$ cat src/rtl/instruction_fetch.sv
// rtl/instruction_fetch.sv - PC owner and ROM front end: label pre-pass, execute pass, branch/stall/halt handling (option: FETCH_LABEL_CHECK_EN)
module instruction_fetch #(
  parameter int                  PC_W       = 8,
  parameter int                  INSTR_W    = 8,
  parameter int                  NUM_LABELS = 16,
  parameter logic [INSTR_W-1:0]  BUBBLE     = 8'hF0
) (
  input  logic               clk,
  input  logic               reset,
  input  logic               start,
  output logic [PC_W-1:0]    imem_addr,
  input  logic [INSTR_W-1:0] imem_data,
  output logic [PC_W-1:0]    program_counter,
  output logic [INSTR_W-1:0] instruction,
  output logic               labelPassFlagOut,
  input  logic               inputPCResetFlag,
  input  logic               labelFlag,
  input  logic [PC_W-1:0]    labelValue,
  input  logic [3:0]         label_idx,
  input  logic               branchFlag,
  input  logic               branch_taken,
  input  logic [3:0]         branch_idx,
  input  logic               haltFlag,
  input  logic               stall_flag,
  output logic               done
`ifdef FETCH_LABEL_CHECK_EN
  , output logic             label_err
`endif
);

  typedef enum logic [1:0] {
    IDLE       = 2'd0,
    LABEL_PASS = 2'd1,
    EXEC       = 2'd2,
    HALTED     = 2'd3
  } state_t;

  localparam logic [PC_W-1:0] PC_ONE = PC_W'(1);

  state_t               state, state_next;
  logic [PC_W-1:0]      pc, pc_next;
  logic [PC_W-1:0]      pc_out_next;
  logic [INSTR_W-1:0]   instr_next;
  logic                 tbl_we;
  logic [PC_W-1:0]      label_table [NUM_LABELS];

`ifdef FETCH_LABEL_CHECK_EN
  logic [NUM_LABELS-1:0] label_valid;
  logic                  valid_clr;
  logic                  err_set;
`endif

  assign imem_addr        = pc;
  assign labelPassFlagOut = (state == LABEL_PASS);
  assign done             = (state == HALTED);

  // Next-state and fetch datapath selection; the decoder flags refer to the previous issue slot
  always_comb begin
    state_next  = state;
    pc_next     = pc;
    pc_out_next = program_counter;
    instr_next  = instruction;
    tbl_we      = 1'b0;
`ifdef FETCH_LABEL_CHECK_EN
    valid_clr   = 1'b0;
    err_set     = 1'b0;
`endif
    case (state)
      IDLE, HALTED: begin
        if (start) begin
          state_next = LABEL_PASS;
          pc_next    = '0;
`ifdef FETCH_LABEL_CHECK_EN
          valid_clr  = 1'b1;
`endif
        end
      end
      LABEL_PASS: begin
        tbl_we = labelFlag;
        if (inputPCResetFlag) begin
          state_next = EXEC;
          pc_next    = '0;
          instr_next = BUBBLE;
        end else begin
          instr_next  = imem_data;
          pc_out_next = pc;
          pc_next     = pc + PC_ONE;
        end
      end
      EXEC: begin
        if (haltFlag) begin
          state_next = HALTED;
          instr_next = BUBBLE;
        end else if (branchFlag && branch_taken) begin
          instr_next = BUBBLE;
`ifdef FETCH_LABEL_CHECK_EN
          if (!label_valid[branch_idx]) begin
            state_next = HALTED;
            err_set    = 1'b1;
          end else begin
            pc_next = label_table[branch_idx];
          end
`else
          pc_next = label_table[branch_idx];
`endif
        end else if (stall_flag) begin
          instr_next = BUBBLE;
        end else begin
          instr_next  = imem_data;
          pc_out_next = pc;
          pc_next     = pc + PC_ONE;
        end
      end
      default: state_next = IDLE;
    endcase
  end

  // State, PC and decoder-facing registers
  always_ff @(posedge clk) begin
    if (reset) begin
      state           <= IDLE;
      pc              <= '0;
      program_counter <= '0;
      instruction     <= BUBBLE;
    end else begin
      state           <= state_next;
      pc              <= pc_next;
      program_counter <= pc_out_next;
      instruction     <= instr_next;
    end
  end

  // Label table filled by stl during the label pass; wiped on reset
  always_ff @(posedge clk) begin
    if (reset) begin
      for (int i = 0; i < NUM_LABELS; i++) label_table[i] <= '0;
    end else if (tbl_we) begin
      label_table[label_idx] <= labelValue;
    end
  end

`ifdef FETCH_LABEL_CHECK_EN
  // Per-slot valid bits and the sticky error for branches to unwritten labels
  always_ff @(posedge clk) begin
    if (reset) begin
      label_valid <= '0;
      label_err   <= 1'b0;
    end else begin
      if (valid_clr)   label_valid <= '0;
      else if (tbl_we) label_valid[label_idx] <= 1'b1;
      if (err_set)     label_err <= 1'b1;
    end
  end
`endif

endmodule

$ cat config.mk
export PLATFORM = sky130hd
export DESIGN_NAME = instruction_fetch
export DESIGN_NICKNAME = d
export VERILOG_FILES = /design/src/rtl/instruction_fetch.sv
export SDC_FILE = /design/constraint.sdc
export NUM_CORES = 1
export LEC_CHECK = 0
export ABC_CLOCK_PERIOD_IN_PS = 2400
export CORE_MARGIN = 5
export CORE_UTILIZATION = 50
export DETAILED_ROUTE_END_ITERATION = 12
export GPL_ROUTABILITY_DRIVEN = 0
export PLACE_DENSITY = 0.7
export SYNTH_ARGS = -nofsm -noshare
export SYNTH_HDL_FRONTEND = slang
export SYNTH_SLANG_ARGS = --single-unit
$ cat constraint.sdc
create_clock -name clk -period 2.4 [get_ports clk]
set_input_delay 0.48 -clock clk [delete_from_list [all_inputs] [get_ports clk]]
set_output_delay 0.48 -clock clk [all_outputs]
set_load 0.02 [all_outputs]
Word-level counts from Yosys, hierarchy flattened
Memory sizes are Yosys's and may differ from the RTL's.
Cells that the tools add are included.
{"block": "totals", "latchBits": 0, "ramBits": 128, "mem_count": 1, "elab_cells": 54, "rom_bits": 0, "out_inout_bits": 26, "inputBits": 33, "regBits": 26}
{"block": "classes", "shift": 0, "muxes": 29, "bitwise": 0, "div_mod_pow": 0, "order_cmp": 0, "n_eq_ne": 11, "addsub": 1, "n_mul": 0, "reduce_logical": 8}
{"memory": "label_table", "depth": 16, "width": 8, "read_ports": 1, "rd_ports_with_merged_regs": 0, "wr": 16, "line": "45", "source": "logic [PC_W-1:0] label_table [NUM_LABELS];"}
{"op": "$mux W8", "count": 14}
{"op": "$pmux W8 S2", "count": 2}
{"op": "$pmux W8 S3", "count": 1}
{"op": "$ne A2 B2 Y1 const B", "count": 6}
{"op": "$add A8 B1 Y8 const B", "count": 1}
{"op": "$reduce_or A8 Y1", "count": 1}
{"op": "$mux W1", "count": 7}
{"op": "$mux W2", "count": 3}
{"op": "$pmux W2 S3", "count": 1}
{"op": "$reduce_and A3 Y1", "count": 2}
{"op": "$reduce_and A5 Y1", "count": 1}
{"op": "$eq A2 B2 Y1 const B", "count": 2}
{"op": "$mux W4", "count": 1}
{"op": "$ne A3 B3 Y1 const B", "count": 1}
{"op": "$eq A2 B1 Y1 const B", "count": 1}
{"op": "$logic_not A2 Y1", "count": 1}
{"op": "$ne A2 B1 Y1 const B", "count": 1}
{"op": "$reduce_bool A2 Y1", "count": 1}
{"op": "$reduce_or A2 Y1", "count": 1}
{"op": "$logic_and A1 B1 Y1", "count": 1}

Logic depth before layout (Yosys ltp)
{"block": "logic_depth", "word_depth": 7, "depth_mapped": 8, "mapped_depth_nobuf": 7}

Worst setup path after synthesis
No wires, ideal clock.
{"block": "synth_path", "path_kind": "reg2reg", "start": "register state[0]", "end": "memory label_table[0][0], enable pin", "setup_slack_ns": 0.405, "t_arrival_ns": 1.686, "stages_incl_launch_ff": 6, "period_less_slack_ns": 1.995, "setup_time_ns": 0.310, "required_ns": 2.090, "path_buffers": 0, "path_cell_list": "dfxtp_1 -> ha_1 -> nor2b_1 -> nand2_1 -> nor3_1 -> or2_2"}
{"element": "from (decl)", "line": "40", "source": "state_t state, state_next;"}
{"element": "from (signal assigned)", "line": "126", "source": "state <= state_next;"}
{"element": "to (decl)", "line": "45"}

Final worst setup path
{"block": "layout_path", "start": "register state[0]", "end": "output port labelPassFlagOut"}
{"block": "layout_between", "elab_chain_len": 1}
{"element": "$eq A2 B1 Y1", "line": "54", "source": "assign labelPassFlagOut = (state == LABEL_PASS);"}
{"element": "to (decl)", "line": "15", "source": "output logic labelPassFlagOut,"}
No other way between the ends.

==> qor.yml <==
synth_top_area_share_pct: 52.7
yosysWarnings: 0
min-delay-start: "instruction[4]"
most-common-layout-cells: "and2_1, edfxtp_1, clkdlybuf4s50_1, buf_4, nor2_1"
worst_skew_pair.late_latency_ns: 0.43
synth_ff_type: "edfxtp_1"
fin_crit_sh_pct: 94.9
critPathKind: "flip-flop to output pin"
synth_area_leaders: "edfxtp_1, and2_1, mux4_2"
synth_xor_area_share_pct: 0.120
initial_utilization_pct: 50.6
first_iter_violations: 228
leakage_nw: 3.30
slew_headroom_pct: 52.2
vias: 4685
cts_tree: "built"
synthToLayoutAreaGrowth_pct: 20.4
syn-cell-area_um2: 7290
row_count: 44
synth_edf_count: 128
clock_skew_ns: 0.0138
post_cts_buffers: 0
clockRootBuffer: "clkbuf_16"
peakVddDrop_v: 0.000484
final_common_cell: "and2_1"
dp.final_hpwl_um: 11900
synth.avg_cell_area_um2: 13.2
io_buffers: 58
hold_violations: 0
dieArea_um2: 17100
synth_top_family_by_area: "simple AND/OR/NAND/NOR gates"
dpl-instance-area_um2: 8280
ctsHoldBuffers: 0
fin_area_um2: 8780
startpoint_type: "flip-flop"
slew_viol_final: 0
tightestPinTransition_ns: 0.715
clkSlewWorstSetupHoldPaths_ns: 0.05
wl_per_cell_um: 19.9
first_pass_iters: 5
ys_ff_latch: 154
r2r_start: "state[0]"
cap_violations: 0
fp.coreArea_um2: 14400
grt_pass1_vias: 4856
dieHeight_um: 131
path_max_fanout: 7
drc: 0
detail-route-antenna-nets: 0
rsz0062_at_grt: "no"
fmax_mhz: 439
final_layout_size_suffix_gt1_share_pct: 17.6
synthSimpleGateAreaFrac_pct: 19.5
hold_class: "flip-flop to flip-flop"
ys_async_sr_fraction_pct: 0
worst_setup_path_end_kind: "output pin"
antenna_found_initial: 0
nets: 679
wl_um: 16700
overflow: 0
grt_max_degree: 29
clock_sinks: 154
cts_buffers: 17
die_w_um: 131
pin_count: 59
vias_per_cell: 5.59
synth_cells: 553
grtUsageTotal_pct: 20.8
synth_top_cell_by_area: "edfxtp_1"
crit_start: "state[0]"
num_antenna_cells: 0
crit_arrival_ns: 1.80
setup_viol: 0
syn-num-nets: 591
synth_compound_area_share_pct: 6.09
fin_crit_ns: 2.28
muxShareOfSynthArea_pct: 11.5
grt_pass1_wl_um: 26200
status: "finished, final reports clean"
clk_path_buf_depth: 2
synth_cell_types: 48
fin_setup_tns_ns: 0
synth_fa_ha_area_share_pct: 0.858
powerDensity_nw_per_um2: 778
synth_seq_area_share_pct: 59.8
htreeDepth: 4
cp.required_ns: 1.92
[state kept, by name (all words and copies together), names as in the netlist]
| signal | flops |
|---|---|
| program_counter | 8 |
| label_table | 128 |
| instruction | 8 |
| state | 2 |
| imem_addr | 8 |
[cell usage after synthesis (all sizes together), types with 8 or more instances]
cell    count
and2      131
nand2b      9
nand2      24
or2        16
nor2       36
edfxtp    128
nand3      12
clkbuf     18
a22oi       8
a211oi      8
mux2i      24
dfxtp      26
buf        10
mux4       26
[critical path, stage by stage, from the launching register on]
cell,delay (ns)
dfxtp_1,0.40
ha_2,0.34
clkdlybuf4s50_1,0.65
[layout make-up]
class	instances	area [µm²]
inverters	6	22.5
repair buffers	97	893
clock inverters	5	25.0
flip-flops and latches	154	4360
fillers	1100	5640
clock buffers	27	473
multi-input cells	365	2780
well taps	184	230
[kinds of logic (layout without fill, tap and decap cells)]
kind of cell	Yosys count	after routing
simple gates	251	251
fa+ha+maj	5	5
mux	51	51
buf+inv	34	135
xor+xnor	1	1
compound gates	57	57
flops	154	154
[metrics by stage]
| step | utilization [%] | setup slack [ns] | std cells | hold WS (ns) | power (W) |
|---|---|---|---|---|---|
| finish | 60.9 | 0.122 | 838 | 0.489 | 0.00683 |
| global route | 60.9 | 0.0327 | 838 | 0.521 | 0.00712 |
| CTS | 60.9 | 0.0944 | 838 | 0.491 | 0.00687 |
| detailed placement | 57.4 | -0.0300 | 806 | 0.480 | 0.00457 |
| global placement | 57.4 | -0.0268 | 806 | 0.470 | 0.00452 |
| floorplan | - | 0.405 | 553 | 0.499 | 0.00402 |
[where the power goes]
| group | switching, W | leakage, nW | internal [W] | total, W |
|---|---|---|---|---|
| combinational | 0.000807 | 1.52 | 0.000599 | 0.00141 |
| sequential | 0.0000751 | 1.53 | 0.00304 | 0.00311 |
| clock | 0.000974 | 0.247 | 0.00134 | 0.00231 |
| total | 0.00186 | 3.30 | 0.00497 | 0.00683 |
[worst paths after layout]
kind                                          to  slack, ns  depth (start not counted)
worst max-delay path            labelPassFlagOut       0.12                          2
worst min-delay path              instruction[4]       0.49                          2
worst max register to register      imem_addr[7]       0.27                          7
worst min register to register    instruction[4]       0.49                          2
[routing by layer]
metal / GRT usage [%] / wire (µm)
met5: 0 / 0
met4: 5.81 / 183
met3: 4.76 / 1200
met2: 33.5 / 8020
met1: 28.6 / 7240
[what timing repair did]
action	CTS	global route
setup endpoints to repair	1	0
resized for setup	1	0
endpoints found under the hold margin	0	0
No activity file was read; power rests on OpenSTA's default activity.
